### config.mk
export PLATFORM = sky130hd
export DESIGN_NAME = niu32_mmio_ctrl_flat
export DESIGN_NICKNAME = d
export VERILOG_FILES = /design/src/rtl/niu32_mmio_ctrl_if.sv /design/src/rtl/niu32_mmio_ctrl.sv /design/src/flat_wrapper.sv
export SDC_FILE = /design/constraint.sdc
export NUM_CORES = 1
export LEC_CHECK = 0
export CORE_ASPECT_RATIO = 2
export CORE_UTILIZATION = 45
export CTS_BUF_LIST = sky130_fd_sc_hd__clkbuf_4 sky130_fd_sc_hd__clkbuf_8
export DETAILED_ROUTE_END_ITERATION = 12
export GPL_TIMING_DRIVEN = 1
export HOLD_SLACK_MARGIN = 0.12
export PLACE_DENSITY = 0.85
export SYNTH_ARGS = -nofsm -noshare
export SYNTH_HDL_FRONTEND = slang
export SYNTH_SLANG_ARGS = --single-unit
### constraint.sdc
create_clock -name clk -period 2.17 [get_ports clk]
set_input_delay 0.3255 -clock clk [delete_from_list [all_inputs] [get_ports clk]]
set_output_delay 0.3255 -clock clk [all_outputs]
set_load 0.01 [all_outputs]
### src/rtl/niu32_mmio_ctrl_if.sv
// CPU-side MMIO bus bundle for niu32_mmio_ctrl.
// master = CPU load/store unit, slave = I/O controller.
interface niu32_mmio_ctrl_if #(
  parameter int WORD_SIZE = 32
);
  logic [WORD_SIZE-1:0] addr;
  logic [WORD_SIZE-1:0] wdata;
  logic                 wr_en;
  logic                 rd_en;
  logic                 io_hit;
  logic [WORD_SIZE-1:0] rdata;
  logic                 rd_valid;

  modport master (
    output addr, wdata, wr_en, rd_en,
    input  io_hit, rdata, rd_valid
  );

  modport slave (
    input  addr, wdata, wr_en, rd_en,
    output io_hit, rdata, rd_valid
  );
endinterface

### src/rtl/niu32_mmio_ctrl.sv
// niu32 MMIO: HEX/LED outputs, debounced keys, switches.
// Define NIU32_MMIO_KEY_EDGE_EN to build the KEYEDGE press latch.
module niu32_mmio_ctrl #(
  parameter int DEBOUNCE_CYCLES = 16,
  parameter int WORD_SIZE       = 32
) (
  input  logic               clk,
  input  logic               reset,
  niu32_mmio_ctrl_if.slave   bus,
  input  logic [3:0]         key_n,
  input  logic [9:0]         sw,
  output logic [15:0]        hex_out,
  output logic [9:0]         ledr_out,
  output logic [7:0]         ledg_out
);
  localparam logic [WORD_SIZE-1:0] A_HEX  = WORD_SIZE'(32'hFFFF_0000);
  localparam logic [WORD_SIZE-1:0] A_LEDR = WORD_SIZE'(32'hFFFF_0020);
  localparam logic [WORD_SIZE-1:0] A_LEDG = WORD_SIZE'(32'hFFFF_0040);
  localparam logic [WORD_SIZE-1:0] A_KEY  = WORD_SIZE'(32'hFFFF_0100);
  localparam logic [WORD_SIZE-1:0] A_KEDG = WORD_SIZE'(32'hFFFF_0104);
  localparam logic [WORD_SIZE-1:0] A_SW   = WORD_SIZE'(32'hFFFF_0120);
  localparam logic [15:0] CNT_MAX = 16'(DEBOUNCE_CYCLES - 1);

  logic hit_hex, hit_ledr, hit_ledg;
  logic hit_key, hit_kedg, hit_sw;

  always_comb begin
    hit_hex  = (bus.addr == A_HEX);
    hit_ledr = (bus.addr == A_LEDR);
    hit_ledg = (bus.addr == A_LEDG);
    hit_key  = (bus.addr == A_KEY);
    hit_kedg = (bus.addr == A_KEDG);
    hit_sw   = (bus.addr == A_SW);
  end

  assign bus.io_hit = hit_hex | hit_ledr | hit_ledg |
                      hit_key | hit_kedg | hit_sw;

  logic [3:0]  key_s1, key_s2;
  logic [9:0]  sw_s1, sw_s2;
  logic [3:0]  kstate, kstate_d;
  logic [3:0]  level, rise;
  logic [15:0] cnt   [4];
  logic [15:0] cnt_d [4];

  assign level = ~key_s2;

  // Saturating compare keeps the counter at or below CNT_MAX.
  always_comb begin
    kstate_d = kstate;
    rise     = '0;
    for (int i = 0; i < 4; i++) begin
      cnt_d[i] = '0;
      if (level[i] != kstate[i]) begin
        if (cnt[i] >= CNT_MAX) begin
          kstate_d[i] = level[i];
          rise[i]     = level[i];
        end else begin
          cnt_d[i] = cnt[i] + 16'd1;
        end
      end
    end
  end

  always_ff @(posedge clk) begin
    if (reset) begin
      key_s1 <= 4'hF;
      key_s2 <= 4'hF;
      sw_s1  <= '0;
      sw_s2  <= '0;
      kstate <= '0;
      for (int i = 0; i < 4; i++) cnt[i] <= '0;
    end else begin
      key_s1 <= key_n;
      key_s2 <= key_s1;
      sw_s1  <= sw;
      sw_s2  <= sw_s1;
      kstate <= kstate_d;
      for (int i = 0; i < 4; i++) cnt[i] <= cnt_d[i];
    end
  end

  logic [3:0] edge_rd;

`ifdef NIU32_MMIO_KEY_EDGE_EN
  logic [3:0] key_edge;
  logic [3:0] edge_clr;

  assign edge_clr = (bus.wr_en && hit_kedg) ? bus.wdata[3:0] : 4'h0;

  // A press in the clearing cycle still wins.
  always_ff @(posedge clk) begin
    if (reset) key_edge <= '0;
    else       key_edge <= (key_edge & ~edge_clr) | rise;
  end

  assign edge_rd = key_edge;
`else
  assign edge_rd = '0;
`endif

  logic unused;
  assign unused = ^{bus.wdata[WORD_SIZE-1:16], rise};

  logic [WORD_SIZE-1:0] rd_mux;

  always_comb begin
    rd_mux = '0;
    unique case (1'b1)
      hit_hex:  rd_mux = WORD_SIZE'(hex_out);
      hit_ledr: rd_mux = WORD_SIZE'(ledr_out);
      hit_ledg: rd_mux = WORD_SIZE'(ledg_out);
      hit_key:  rd_mux = WORD_SIZE'(kstate);
      hit_kedg: rd_mux = WORD_SIZE'(edge_rd);
      hit_sw:   rd_mux = WORD_SIZE'(sw_s2);
      default:  rd_mux = '0;
    endcase
  end

  always_ff @(posedge clk) begin
    if (reset) begin
      hex_out      <= '0;
      ledr_out     <= '0;
      ledg_out     <= '0;
      bus.rdata    <= '0;
      bus.rd_valid <= 1'b0;
    end else begin
      if (bus.wr_en && hit_hex)  hex_out  <= bus.wdata[15:0];
      if (bus.wr_en && hit_ledr) ledr_out <= bus.wdata[9:0];
      if (bus.wr_en && hit_ledg) ledg_out <= bus.wdata[7:0];
      bus.rd_valid <= bus.rd_en;
      if (bus.rd_en) bus.rdata <= rd_mux;
    end
  end
endmodule

### src/flat_wrapper.sv
// flat-port wrapper written by rule: the top's interface ports become plain ports
module niu32_mmio_ctrl_flat 
#(
  parameter int DEBOUNCE_CYCLES = 16,
  parameter int WORD_SIZE       = 32
)
  (clk, reset, key_n, sw, hex_out, ledr_out, ledg_out, bus_addr, bus_wdata, bus_wr_en, bus_rd_en, bus_io_hit, bus_rdata, bus_rd_valid);
  niu32_mmio_ctrl_if #(.WORD_SIZE(WORD_SIZE)) bus_i ();
  input  logic clk;
  input  logic reset;
  input  logic [3:0] key_n;
  input  logic [9:0] sw;
  output logic [15:0] hex_out;
  output logic [9:0] ledr_out;
  output logic [7:0] ledg_out;
  input wire logic [$bits(bus_i.addr)-1:0] bus_addr;
  input wire logic [$bits(bus_i.wdata)-1:0] bus_wdata;
  input wire logic [$bits(bus_i.wr_en)-1:0] bus_wr_en;
  input wire logic [$bits(bus_i.rd_en)-1:0] bus_rd_en;
  output wire logic [$bits(bus_i.io_hit)-1:0] bus_io_hit;
  output wire logic [$bits(bus_i.rdata)-1:0] bus_rdata;
  output wire logic [$bits(bus_i.rd_valid)-1:0] bus_rd_valid;
  assign bus_i.addr = bus_addr;
  assign bus_i.wdata = bus_wdata;
  assign bus_i.wr_en = bus_wr_en;
  assign bus_i.rd_en = bus_rd_en;
  assign bus_io_hit = bus_i.io_hit;
  assign bus_rdata = bus_i.rdata;
  assign bus_rd_valid = bus_i.rd_valid;
  niu32_mmio_ctrl #(.DEBOUNCE_CYCLES(DEBOUNCE_CYCLES), .WORD_SIZE(WORD_SIZE)) u_core (.clk(clk), .reset(reset), .bus(bus_i), .key_n(key_n), .sw(sw), .hex_out(hex_out), .ledr_out(ledr_out), .ledg_out(ledg_out));
endmodule
==> results of run 1 <==
[layer usage]
layer	track usage, %	up-vias
li1	-	1849
met1	17.5	1792
met2	41.2	129
met3	6.02	34
met4	14.0	0
met5	0	-
[sequential cells by signal (all words and copies together), names as in the netlist]
register,flops
u_core.key_s2,4
u_core.key_s1,4
u_core.ledg_out,8
u_core.cnt,64
u_core.bus.rdata,16
u_core.hex_out,16
u_core.sw_s2,10
u_core.kstate,4
u_core.sw_s1,10
u_core.ledr_out,10
u_core.bus.rd_valid,1
[logic make-up after synthesis]
kind of cell / synth area share, %
AOI/OAI and AO/OA: 4.68
xor gates and xnor gates: 2.09
muxes: 10.7
buffers and inverters: 4.29
adders and majority gates: 0.997
DFF: 58.6
and+or+nand+nor: 18.6
other: 0.0747
[metrics by stage]
stage	setup WS (ns)	hold WS [ns]	total power, uW
after detailed placement	-0.385	0.401	3140
after global placement	-0.363	0.394	3130
final	0.0487	0.403	5350
after CTS	0.0374	0.384	5390
after global routing	-0.0194	0.385	5530
after floorplan	0.246	0.389	2990
[cells in the final DEF (no fill, tap or decap), types with 2 or more instances in the layout]
| cell type | count |
|---|---|
| nand4_1 | 9 |
| ha_1 | 4 |
| a22o_1 | 6 |
| nand2_1 | 8 |
| clkinvlp_4 | 2 |
| inv_1 | 4 |
| buf_4 | 24 |
| buf_12 | 3 |
| or2_2 | 8 |
| xor2_1 | 8 |
| clkbuf_8 | 18 |
| clkdlybuf4s50_1 | 113 |
| nor4_1 | 12 |
| nor2b_1 | 23 |
| dlymetal6s2s_1 | 2 |
| mux2_2 | 7 |
| and2_1 | 3 |
| nor2_1 | 66 |
| or3_1 | 5 |
| a311oi_1 | 3 |
| mux2i_1 | 39 |
| a211oi_1 | 5 |
| bufinv_16 | 4 |
| xnor2_1 | 4 |
| clkinv_4 | 3 |
| dfxtp_1 | 147 |
| a2bb2oi_1 | 4 |
| buf_2 | 2 |
| clkinv_2 | 2 |
| nand3_1 | 16 |
| conb_1 | 64 |
| o21ai_0 | 5 |
| a22oi_1 | 2 |
| mux4_2 | 3 |
[power by group]
group,internal [uW],switching [uW],leakage (uW)
logic,164,121,0.00165
registers,2770,23.8,0.00121
clock network,1290,976,0.000216
total,4230,1120,0.00307
[worst register-to-register path, cell delays in order (launching register included)]
cell and delay, ns:
dfxtp_1 0.31, nor4_1 0.32, nand4_1 0.24, or3_1 0.47, nor2_1 0.14
[timing repair]
action | in CTS | in global routing
gates resized for setup | 4 | 3
pin swaps | 1 | 4
setup buffers | 1 | 1
cloned | 0 | 0
hold endpoints to repair | 0 | 0
endpoints found under the setup margin | 1 | 1
[worst max path at each step]
| stage | start | to | slack (ns) | cells after the start |
|---|---|---|---|---|
| after floorplan | bus_addr[11] | u_core.hex_out[10] | 0.25 | 7 |
| after detailed placement | bus_addr[11] | bus_io_hit | -0.39 | 6 |
| after global placement | bus_addr[11] | bus_io_hit | -0.36 | 6 |
| after CTS | bus_addr[11] | bus_io_hit | 0.04 | 6 |
| final | bus_addr[11] | bus_io_hit | 0.05 | 6 |
| after global routing | bus_addr[27] | bus_io_hit | -0.02 | 6 |
[layout make-up]
cell class | count | area, um^2 | area share [%]
inverter | 4 | 15.0 | 0.212
antenna | 1 | 2.50 | 0.0353
tap | 140 | 175 | 2.47
multi-input combinational | 325 | 2100 | 29.7
clock inverter | 12 | 180 | 2.55
timing repair buffer | 144 | 1410 | 19.9
clock buffer | 19 | 255 | 3.61
sequential | 147 | 2940 | 41.6
==> metrics.md, run 1 <==
| Metric | Value |
|---|---|
| Status | finished clean |
| Synth-to-layout area growth | 41.0% |
| Placed Area | 6620 um^2 |
| Met2 WL post-DR | 6570 um |
| CTS max path bufs | 2 |
| Sum of buffers and inverters on the critical path | 2 |
| CTS root buffer | clkbuf_8 |
| I/O pin count | 150 |
| Gpl congestion | 0.788 |
| Chip width | 76.7 um |
| Slowest-stage cell, CP | or4_4 |
| Initial Util | 46.2% |
| Post-synth EDFFs | 0 |
| Largest net degree at the start of global routing | 78 |
| CTS tree | yes |
| M1 WL | 3970 um |
| Top delay family on crit path | simple AND/OR/NAND/NOR gates |
| Arr. time, crit path | 1.80 ns |
| Avg Cell Area, Syn | 11.3 um^2 |
| Drt via density | 4.80 |
| Nets | 725 |
| Port Buffer Count | 117 |
| Drc violations | 0 |
| Vias in the first global route | 4084 |
| Synth unique cells | 48 |
| Ratio of cells with drive above 1 in the final layout | 13.5% |
| Row count | 54 |
| DR pass1 iterations | 5 |
| Cells after Synth | 446 |
| Fillers | 863 |
| CP peak stage delay | 0.50 ns |
| Most numerous cell in the Yosys netlist | dfxtp_1 |
| Setup TNS | 0 ns |
| HP Class | primary input to flop |
| FF+latch count, synth | 147 |
| Global-route wire length before repair | 18400 um |
| R2r startpoint | u_core.cnt[0][13] |
| Ys Warns | 0 |
| Hold Startpoint | reset |
| Routed Antenna Nets | 0 |
| Hold Path Sink | u_core.ledr_out[0] |
| HPWL Detailed | 8640 um |
| CTS Buf Count | 17 |
| Worst r2r dst | u_core.cnt[0][1] |
| Overall Global Routing Usage | 20.9% |
| Final Critical Period | 2.12 ns |
| Max H-tree Level | 4 |
| CTS clk-pin slew, worst paths | 0.08 ns |
| Final instance area | 7080 um^2 |
| Share of flip-flops with an asynchronous set or reset | 0% |
| Cts hold-fix bufs | 0 |
| Synth top area share | 58.6% |
| Crit path launch type | primary input |
| Met3 Wirelength | 584 um |
| Final Util | 65.1% |
| Total grt overflow | 0 |
| Maxcap violations | 0 |
| Static Leak | 0.00307 uW |
| Final period util | 97.8% |
| Routed WL | 11600 um |
| Worst path required time | 1.84 ns |
| Worst-skew pair later-pin latency | 0.43 ns |
| Slew Viols, Final | 0 |
| Worst-case reg-to-reg path depth | 4 |
| Synth area leader | dfxtp_1 |
| Drt wl/cell | 14.7 um |
| Die Height | 151 um |
| Most area-consuming cells after synthesis | dfxtp_1 (59%), mux2i_1 (7.8%), nor2_1 (5.0%), nor2b_1 (2.9%), buf_4 (2.4%) |
| Initial DRC count | 161 |
| Dpl cells | 758 |
| Setup Viol. Count Final | 0 |
| Worst reg2reg setup slack | 0.63 ns |
| Worst-path fanout max | 3 |
| Via count | 3804 |
| Synth Flop Type | dfxtp_1 |
| Power Density | 756 nW/um^2 |
| Worst VDD drop | 0.000545 V |
| Final Hold Fails | 0 |
| Initial antenna violation count | 1 |
| Crit. End Element | output port |
| Clk_skew | 0.0113 ns |
| Crit path kind | primary input to output port |
| CP cell instances | clkdlybuf4s50_1 > or4_4 > nor2_2 > and4_1 > o21a_1 > buf_2 |
| Die Footprint | 11600 um^2 |
| Sequential fraction of the synthesis area | 58.6% |
| Synth top cells by count | dfxtp_1 (147), nor2_1 (67), mux2i_1 (39) |
| Cell area after synthesis | 5020 um^2 |
| DR top layer | met4 |
| Cell Count, Final, Fillers Out | 792 |
| Clock sink total | 147 |
| Fmax | 471 MHz |
| WHS Path Cells | 3 |
| Core area | 10900 um^2 |
Note: power is estimated with default switching activity, not from simulation.
==> inputs of run 2 (changes only) <==
REMOVE_ABC_BUFFERS = 1   (was default)
==> run 2 against run 1 <==
  * Largest power group unchanged
  * Die area did not move
  * Worst setup slack improved by 0.015 ns
  * Critical endpoint unchanged
  * Clock skew decreased by 0.0031 ns
  * Maximum frequency increased by 0.70%
  * Global-route usage about the same
  * Flip-flop and latch count did not move
  * Power increased by 4.8%
  * Utilization is 0.40 points higher
  * Highest routed layer unchanged
  * First-iteration DRC count fell by 14%
  * Hold slack got worse by 0.084 ns
==> metrics.md, run 2 (same netlist as run 1, synthesis figures left out) <==
| Metric | Value |
|---|---|
| Final Critical Period | 2.11 ns |
| Worst VDD drop | 0.000549 V |
| Worst reg2reg setup slack | 0.63 ns |
| Static Leak | 0.00310 uW |
| Met2 Usage GRT | 41.1% |
| Routed WL | 11900 um |
| Sum of buffers and inverters on the critical path | 2 |
| Total grt overflow | 0 |
| Hold Startpoint | reset |
| Routed Antenna Nets | 0 |
| Nets | 728 |
| HP Class | primary input to flop |
| Drt wl/cell | 15.0 um |
| Vias in the first global route | 3992 |
| Final Hold Fails | 0 |
| Status | finished clean |
| CTS Buf Count | 17 |
| Met1 Use GR | 18.5% |
| Ratio of cells with drive above 1 in the final layout | 13.8% |
| Worst path required time | 1.84 ns |
| Placement Setup Slack | -0.400 ns |
| Register with the most flip-flops | u_core.cnt |
| Core area | 10900 um^2 |
| Layer with the highest usage | met2 |
| Top flop regs | u_core.cnt: 64 flops, u_core.bus.rdata: 16 flops, u_core.hex_out: 16 flops |
| Arr. time, crit path | 1.78 ns |
| Hold Path Sink | u_core.hex_out[6] |
| Chip width | 76.7 um |
| CTS tree | yes |
| Crit path launch type | primary input |
| Final Util | 65.5% |
| Fmax | 475 MHz |
| Die Footprint | 11600 um^2 |
| Slowest-stage cell, CP | or4_4 |
| DR pass1 iterations | 4 |
| Die Height | 151 um |
| I/O pin count | 150 |
| Synth-to-layout area growth | 41.9% |
| Worst-path fanout max | 3 |
| Setup TNS | 0 ns |
| Global-route wire length before repair | 18400 um |
| R2r startpoint | u_core.cnt[0][0] |
| Crit. End Element | output port |
| Met3 usage | 5.42% |
| Via count | 3798 |
| RSZ-0062 raised after global routing | false |
| CTS clk-pin slew, worst paths | 0.08 ns |
| Gpl congestion | 0.826 |
| Largest register FFs | 64 |
| Final worst slack | 0.0635 ns |
| Max H-tree Level | 4 |
| Initial Util | 46.2% |
| CTS root buffer | clkbuf_8 |
| Row count | 54 |
| HPWL Detailed | 8720 um |
| Setup Viol. Count Final | 0 |
| Slew Viols, Final | 0 |
| Crit path kind | primary input to output port |
| Worst-case reg-to-reg path depth | 5 |
| Final instance area | 7120 um^2 |
| Power, Total | 5610 uW |
| Overall Global Routing Usage | 20.9% |
| Initial antenna violation count | 1 |
| Worst-skew pair later-pin latency | 0.43 ns |
| Maxcap violations | 0 |
| CP cell instances | clkdlybuf4s50_1 > or4_4 > nor2_1 > and4_1 > o21a_1 > buf_2 |
| Clk_skew | 0.00816 ns |
| WHS Path Cells | 3 |
| Worst Tran Pin Value | 0.729 ns |
| Leading cell types in the layout, fill and taps excluded | dfxtp_1 (147), clkdlybuf4s50_1 (113), nor2_1 (67) |
| Drc violations | 0 |
| Slew HR | 51.2% |
| Top delay family on crit path | simple AND/OR/NAND/NOR gates |
| Largest net degree at the start of global routing | 66 |
| Worst r2r dst | u_core.cnt[0][0] |
| CTS max path bufs | 2 |
| Placed Area | 6630 um^2 |
| Final period util | 97.1% |
| Port Buffer Count | 117 |
| CP peak stage delay | 0.49 ns |
| Commonest non-fill, non-tap cell in the layout | dfxtp_1 |
| Clock sink total | 147 |
| Initial DRC count | 139 |
| Drt via density | 4.78 |
| Power Density | 787 nW/um^2 |
run 2: cell count changes in the layout (fill, tap and decap cells not counted), sizes merged:
cell and delta:
bufinv +2, clkinvlp -2, buf +3
run 2: area by class of cell:
type                            count  area (um^2)
Antenna cell                        1         2.50
Clock buffer                       19          255
Clock inverter                     12          229
Fill cell                         807         3750
Inverter                            4         15.0
Multi-Input combinational cell    325         2100
Sequential cell                   147         2940
Tap cell                          140          175
Timing Repair Buffer              147         1400
run 2: report_power, final:
part	internal (uW)	switching, uW
Combinational	165	124
Clock	1530	990
Sequential	2770	23.7
run 2: worst max path at each step:
| stage | from | slack, ns | depth (start not counted) | to |
|---|---|---|---|---|
| 6_report | bus_addr[13] | 0.06 | 6 | bus_io_hit |
| 5_1_grt | bus_addr[17] | 0.008 | 6 | bus_io_hit |
| 4_1_cts | bus_addr[11] | 0.01 | 6 | bus_io_hit |
| 3_5_place_dp | bus_addr[11] | -0.40 | 6 | bus_io_hit |
| 3_3_place_gp | bus_addr[11] | -0.38 | 6 | bus_io_hit |
| 2_1_floorplan | bus_addr[11] | -0.08 | 5 | u_core.ledr_out[0] |
run 2: metal layers:
layer  routed length (um)  vias up
li1                     -     1853
met1                 4160     1777
met2                 6670      139
met3                  610       29
met4                  461        0
met5                    0        -
run 2: what timing repair did:
item / CTS / global route
pin swaps: 1 / 2
cloned: 0 / 0
endpoints found under the setup margin: 1 / 1
hold buffers: 0 / 0
gates resized for setup: 4 / 2
buffers inserted: 1 / 0
endpoints found under the hold margin: 0 / 0
run 2: metrics by stage:
| step | hold slack (ns) | instances |
|---|---|---|
| after floorplan | 0.389 | 476 |
| after global placement | 0.393 | 762 |
| after detailed placement | 0.401 | 762 |
| after CTS | 0.305 | 794 |
| after global routing | 0.308 | 795 |
| final | 0.318 | 795 |
run 2: worst min-delay path, stage by stage:
cell	delay (ns)
buf_2	0.13
buf_4	0.19
nor2_1	0.06
==> variant 1 (settings of run 2) <==
`WORD_SIZE` is set to 32 in 3 places; all go to 64.
--- a/src/rtl/niu32_mmio_ctrl_if.sv
+++ b/src/rtl/niu32_mmio_ctrl_if.sv
@@ -3,3 +3,3 @@
 interface niu32_mmio_ctrl_if #(
-  parameter int WORD_SIZE = 32
+  parameter int WORD_SIZE = 64
 );
--- a/src/rtl/niu32_mmio_ctrl.sv
+++ b/src/rtl/niu32_mmio_ctrl.sv
@@ -4,3 +4,3 @@
   parameter int DEBOUNCE_CYCLES = 16,
-  parameter int WORD_SIZE       = 32
+  parameter int WORD_SIZE       = 64
 ) (
--- a/src/flat_wrapper.sv
+++ b/src/flat_wrapper.sv
@@ -4,3 +4,3 @@
   parameter int DEBOUNCE_CYCLES = 16,
-  parameter int WORD_SIZE       = 32
+  parameter int WORD_SIZE       = 64
 )
Interface: changed (resized bus_addr, bus_rdata and bus_wdata); port bits go from 150 to 246. No check against the original RTL was run, so the function may have changed too.
==> variant 1 against run 2 <==
Worst setup slack lost 460 ps; the run now ends with negative setup slack left; sequential cell count is the same; via count grew 24%; highest routed layer unchanged; global-route usage grew 4.3 points; non-clock buffer count grew 65; largest cell class unchanged; wire length grew 28%; area after synthesis grew 5.0%; first-iteration DRC count grew 100%; total power shrank 5.6%; final area grew 13%.
==> variant 1: results (changes against run 2) <==
* Status: finished with violations
* Violated checks: negative setup slack
* Reg2reg end: u_core.cnt[0][18]
* Start point of the worst hold path: u_core.key_s1[3]
* Wire length on met2 at 8.42 mm (+26%)
* Placement Cell Area at 7190 sq um (+8.5%)
* Max incr delay on CP at 540 ps (+50 ps)
* Final instance count without filler cells at 938 (+18%)
* R2R Setup Slk at 610 ps (-20 ps)
* Worst Skew at 7.80 ps (-0.362 ps)
* GR Util met2 at 48.4% (+7.3 points)
* Crit path max fanout at 9 (+6)
* Share of layout cells above drive strength 1 at 20.6% (+6.8 points)
* Ant. Diodes at 0 (-1)
* Critical path launch point: bus_addr[37]
* Setup TNS at -14,090 ps (-14,090 ps)
* Setup Slack @ Placement at -1230 ps (-830 ps)
* RD Place Congestion at 0.855 (+3.5%)
* # placed instances at 885 (+16%)
* I/O Buffers at 149 (+27%)
* Combinational power share at 7.1% (+1.9 points)
* DP HPWL at 10.8 mm (+24%)
* Min-Delay Endpoint: u_core.key_s2[3]
* Clk pwr at 2120 uW (-16%)
* Clock Latency Late Sink at 450 ps (+20 ps)
* Detail Route met3 WL at 1.27 mm (+110%)
* Met1 usage at 21.0% (+2.5 points)
* Reg-to-Reg Start: u_core.cnt[0][29]
* DR vias/cell at 5.00 (+4.7%)
* Yosys cell types at 43 (-10%)
* Min Hold Slack at 416 ps (+97.5 ps)
* Met1 wire length at 4.77 mm (+15%)
* Multi-input gate area at 2500 sq um (+19%)
* DR pass1 iterations at 5 (+1)
* Crit path capture: u_core.hex_out[1]
* Clock group share of total power at 40.0% (-4.9 points)
* WHS Path Cells at 1 (-2)
* Top cells by count, synth: dfxtp_1 (147), buf_4 (49), nor2_1 (47)
* Max IR drop VDD at 0.000566 V (+3.0%)
* Post-synthesis sequential area ratio at 55.8% (-2.8 points)
* Fill count at 834 (+3.3%)
* LEAKAGE at 0.00316 uW (+2.0%)
* Relative slew slack at 51.5% (+0.26 points)
* Worst Path Arrival at 2940 ps (+1160 ps)
* Sw Pwr at 1230 uW (+8.4%)
* Global-route usage over all layers at 25.2% (+4.3 points)
* Synth area leaders: dfxtp_1 (56%), buf_4 (7.0%), mux2i_1 (3.4%)
* NumNets Final at 933 (+28%)
* First-pass GRT wire length at 22.9 mm (+24%)
* Iter 0 DRT Violations at 283 (+100%)
* R2R depth at 4 (-1)
* Max stage delay cell, worst path: or4b_4
* Wire per inst at 16.2 microns (+8.4%)
* Initial antenna violation count at 0 (-1)
* Final worst slack at -397 ps (-461 ps)
* Hold Path Class: register to register
* Count of final setup violators at 51 (+51)
* Met3 Track Usage GR at 10.1% (+4.7 points)
* Largest net degree at the start of global routing at 39 (-41%)
-- variant 1: cell count changes after synthesis, moves of 7 or more --
cell,before,now
nand2_1,8,42
buf_4,16,49
a21oi_1,0,23
mux2i_1,39,18
nor2_1,67,47
nor4_1,12,24
or4_1,0,8
a22oi_1,2,9
mux2_2,7,0
nand2b_1,0,7
-- variant 1: final cells by class --
cell class,count,share of cell area (%)
sequential,147,36.5
clock buffer,19,3.17
tap,142,2.21
clock inverter,13,1.90
timing repair buffer,212,24.9
inverter,6,0.280
multi-input combinational,399,31.0
-- variant 1: cell families after synthesis --
family,count (synthesis),synth area share [%]
other cells,1,0.0712
simple gates,202,20.3
buf+inv,74,8.97
xor+xnor,12,1.99
mux,18,3.42
compound gates,67,8.40
fa+ha+maj,4,0.950
flops,147,55.8
-- variant 1: timing repair --
action,in CTS,in global routing
gates cloned,0,0
resized for setup,90,42
pin swaps,31,14
setup endpoints to repair,51,51
buffers inserted,16,5
hold buffers,0,0
==> variant 2 (flow settings as in run 2) <==
Made on the original files. Register the output `ledr_out` once more, with the module's reset; this adds one clock of latency there. The other outputs are not delayed to match.
--- a/src/rtl/niu32_mmio_ctrl.sv
+++ b/src/rtl/niu32_mmio_ctrl.sv
@@ -22,2 +22,4 @@
   localparam logic [15:0] CNT_MAX = 16'(DEBOUNCE_CYCLES - 1);
+
+  logic [9:0] ledr_s0;
 
@@ -110,3 +112,3 @@
       hit_hex:  rd_mux = WORD_SIZE'(hex_out);
-      hit_ledr: rd_mux = WORD_SIZE'(ledr_out);
+      hit_ledr: rd_mux = WORD_SIZE'(ledr_s0);
       hit_ledg: rd_mux = WORD_SIZE'(ledg_out);
@@ -122,3 +124,3 @@
       hex_out      <= '0;
-      ledr_out     <= '0;
+      ledr_s0      <= '0;
       ledg_out     <= '0;
@@ -128,3 +130,3 @@
       if (bus.wr_en && hit_hex)  hex_out  <= bus.wdata[15:0];
-      if (bus.wr_en && hit_ledr) ledr_out <= bus.wdata[9:0];
+      if (bus.wr_en && hit_ledr) ledr_s0 <= bus.wdata[9:0];
       if (bus.wr_en && hit_ledg) ledg_out <= bus.wdata[7:0];
@@ -134,2 +136,10 @@
   end
+  always_ff @(posedge clk) begin
+    if (reset) begin
+      ledr_out <= '0;
+    end else begin
+      ledr_out <= ledr_s0;
+    end
+  end
+
 endmodule
Function: changed (Yosys sat finds a counterexample within 4 cycles, from zero or initial values and one cycle with reset high).
==> variant 2 against run 2 <==
Die area grew 6.2%; worst setup slack gained 44 ps; final area grew 3.5%; non-clock buffer count shrank 10; critical path depth shrank 1; global-route usage shrank 0.80 points; count of clock-buffer cells in the layout grew 1; area after synthesis grew 6.4%; sequential cell count grew 10; total power shrank 1.2%; synthesized cell count grew 6.5%; wire length is essentially flat; critical path type unchanged.
==> variant 2: results (changes against run 2) <==
* Status: finished, final reports clean
* Minimum clock period at 2060 ps (-44.3 ps)
* Reg-to-Reg Start: u_core.cnt[0][13]
* Relative slew slack at 29.2% (-22 points)
* R2R depth at 4 (-1)
* Yosys cell types at 41 (-15%)
* Placement Cell Area at 6930 sq um (+4.5%)
* Met3 Track Usage GR at 5.61% (+0.19 points)
* Max IR drop VDD at 0.000491 V (-11%)
* Via count at 3,905 (+2.8%)
* Post-synthesis sequential area ratio at 58.9% (+0.25 points)
* # placed instances at 786 (+3.1%)
* Final instance count without filler cells at 819 (+3.0%)
* GR Util met2 at 38.8% (-2.3 points)
* Buffers excl. clock at 137 (-6.8%)
* LEAKAGE at 0.00311 uW (+0.31%)
* #MultiIn Comb at 331 (+1.8%)
* Iter 0 DRT Violations at 183 (+32%)
* Worst Path Arrival at 1740 ps (-40 ps)
* Wire length on met2 at 6.78 mm (+1.6%)
* Reg2reg end: u_core.cnt[0][2]
* Synth Instances at 475 (+6.5%)
* Worst Skew at 9.79 ps (+1.63 ps)
* Crit path max fanout at 2 (-1)
* Top cells by count, synth: dfxtp_1 (157), nand2b_1 (51), mux2i_1 (44)
* Sequential cell count at 157 (+6.8%)
* Largest net degree at the start of global routing at 72 (+9.1%)
* Core area at 11,600 sq um (+6.9%)
* Global-route usage over all layers at 20.1% (-0.80 points)
* Vias in the first global route at 4,140 (+3.7%)
* Min-Delay Endpoint: u_core.sw_s1[1]
[variant 2: changes by cell type after synthesis, moves of 5 or more]
cell	before	now
dfxtp_1	147	157
inv_1	4	17
mux2_2	7	0
mux2i_1	39	44
nand2b_1	0	51
nor2_1	67	24
[variant 2: logic make-up (layout without fill, tap and decap cells)]
group / Yosys count / count (layout) / share of synthesized area (%)
flops: 157 / 157 / 58.9
simple gates: 173 / 173 / 19.2
xor+xnor: 12 / 12 / 1.97
mux: 48 / 48 / 9.93
fa+ha+maj: 4 / 4 / 0.937
other cells: 1 / 65 / 0.0702
buf+inv: 50 / 185 / 4.94
compound gates: 30 / 30 / 4.10
[variant 2: worst max-delay path, cell delays in order]
cell and delay [ps]:
dlygate4sd2_1 230, or4_4 540, nor4_4 290, and4_1 220, buf_2 130
[variant 2: power by group through the flow]
stage	registers [uW]	logic (uW)	clock network [uW]
after floorplan	3040	94.2	0
after global placement	3040	272	0
after detailed placement	3040	278	0
after CTS	2980	277	2330
after global routing	2980	304	2460
final	2980	280	2290
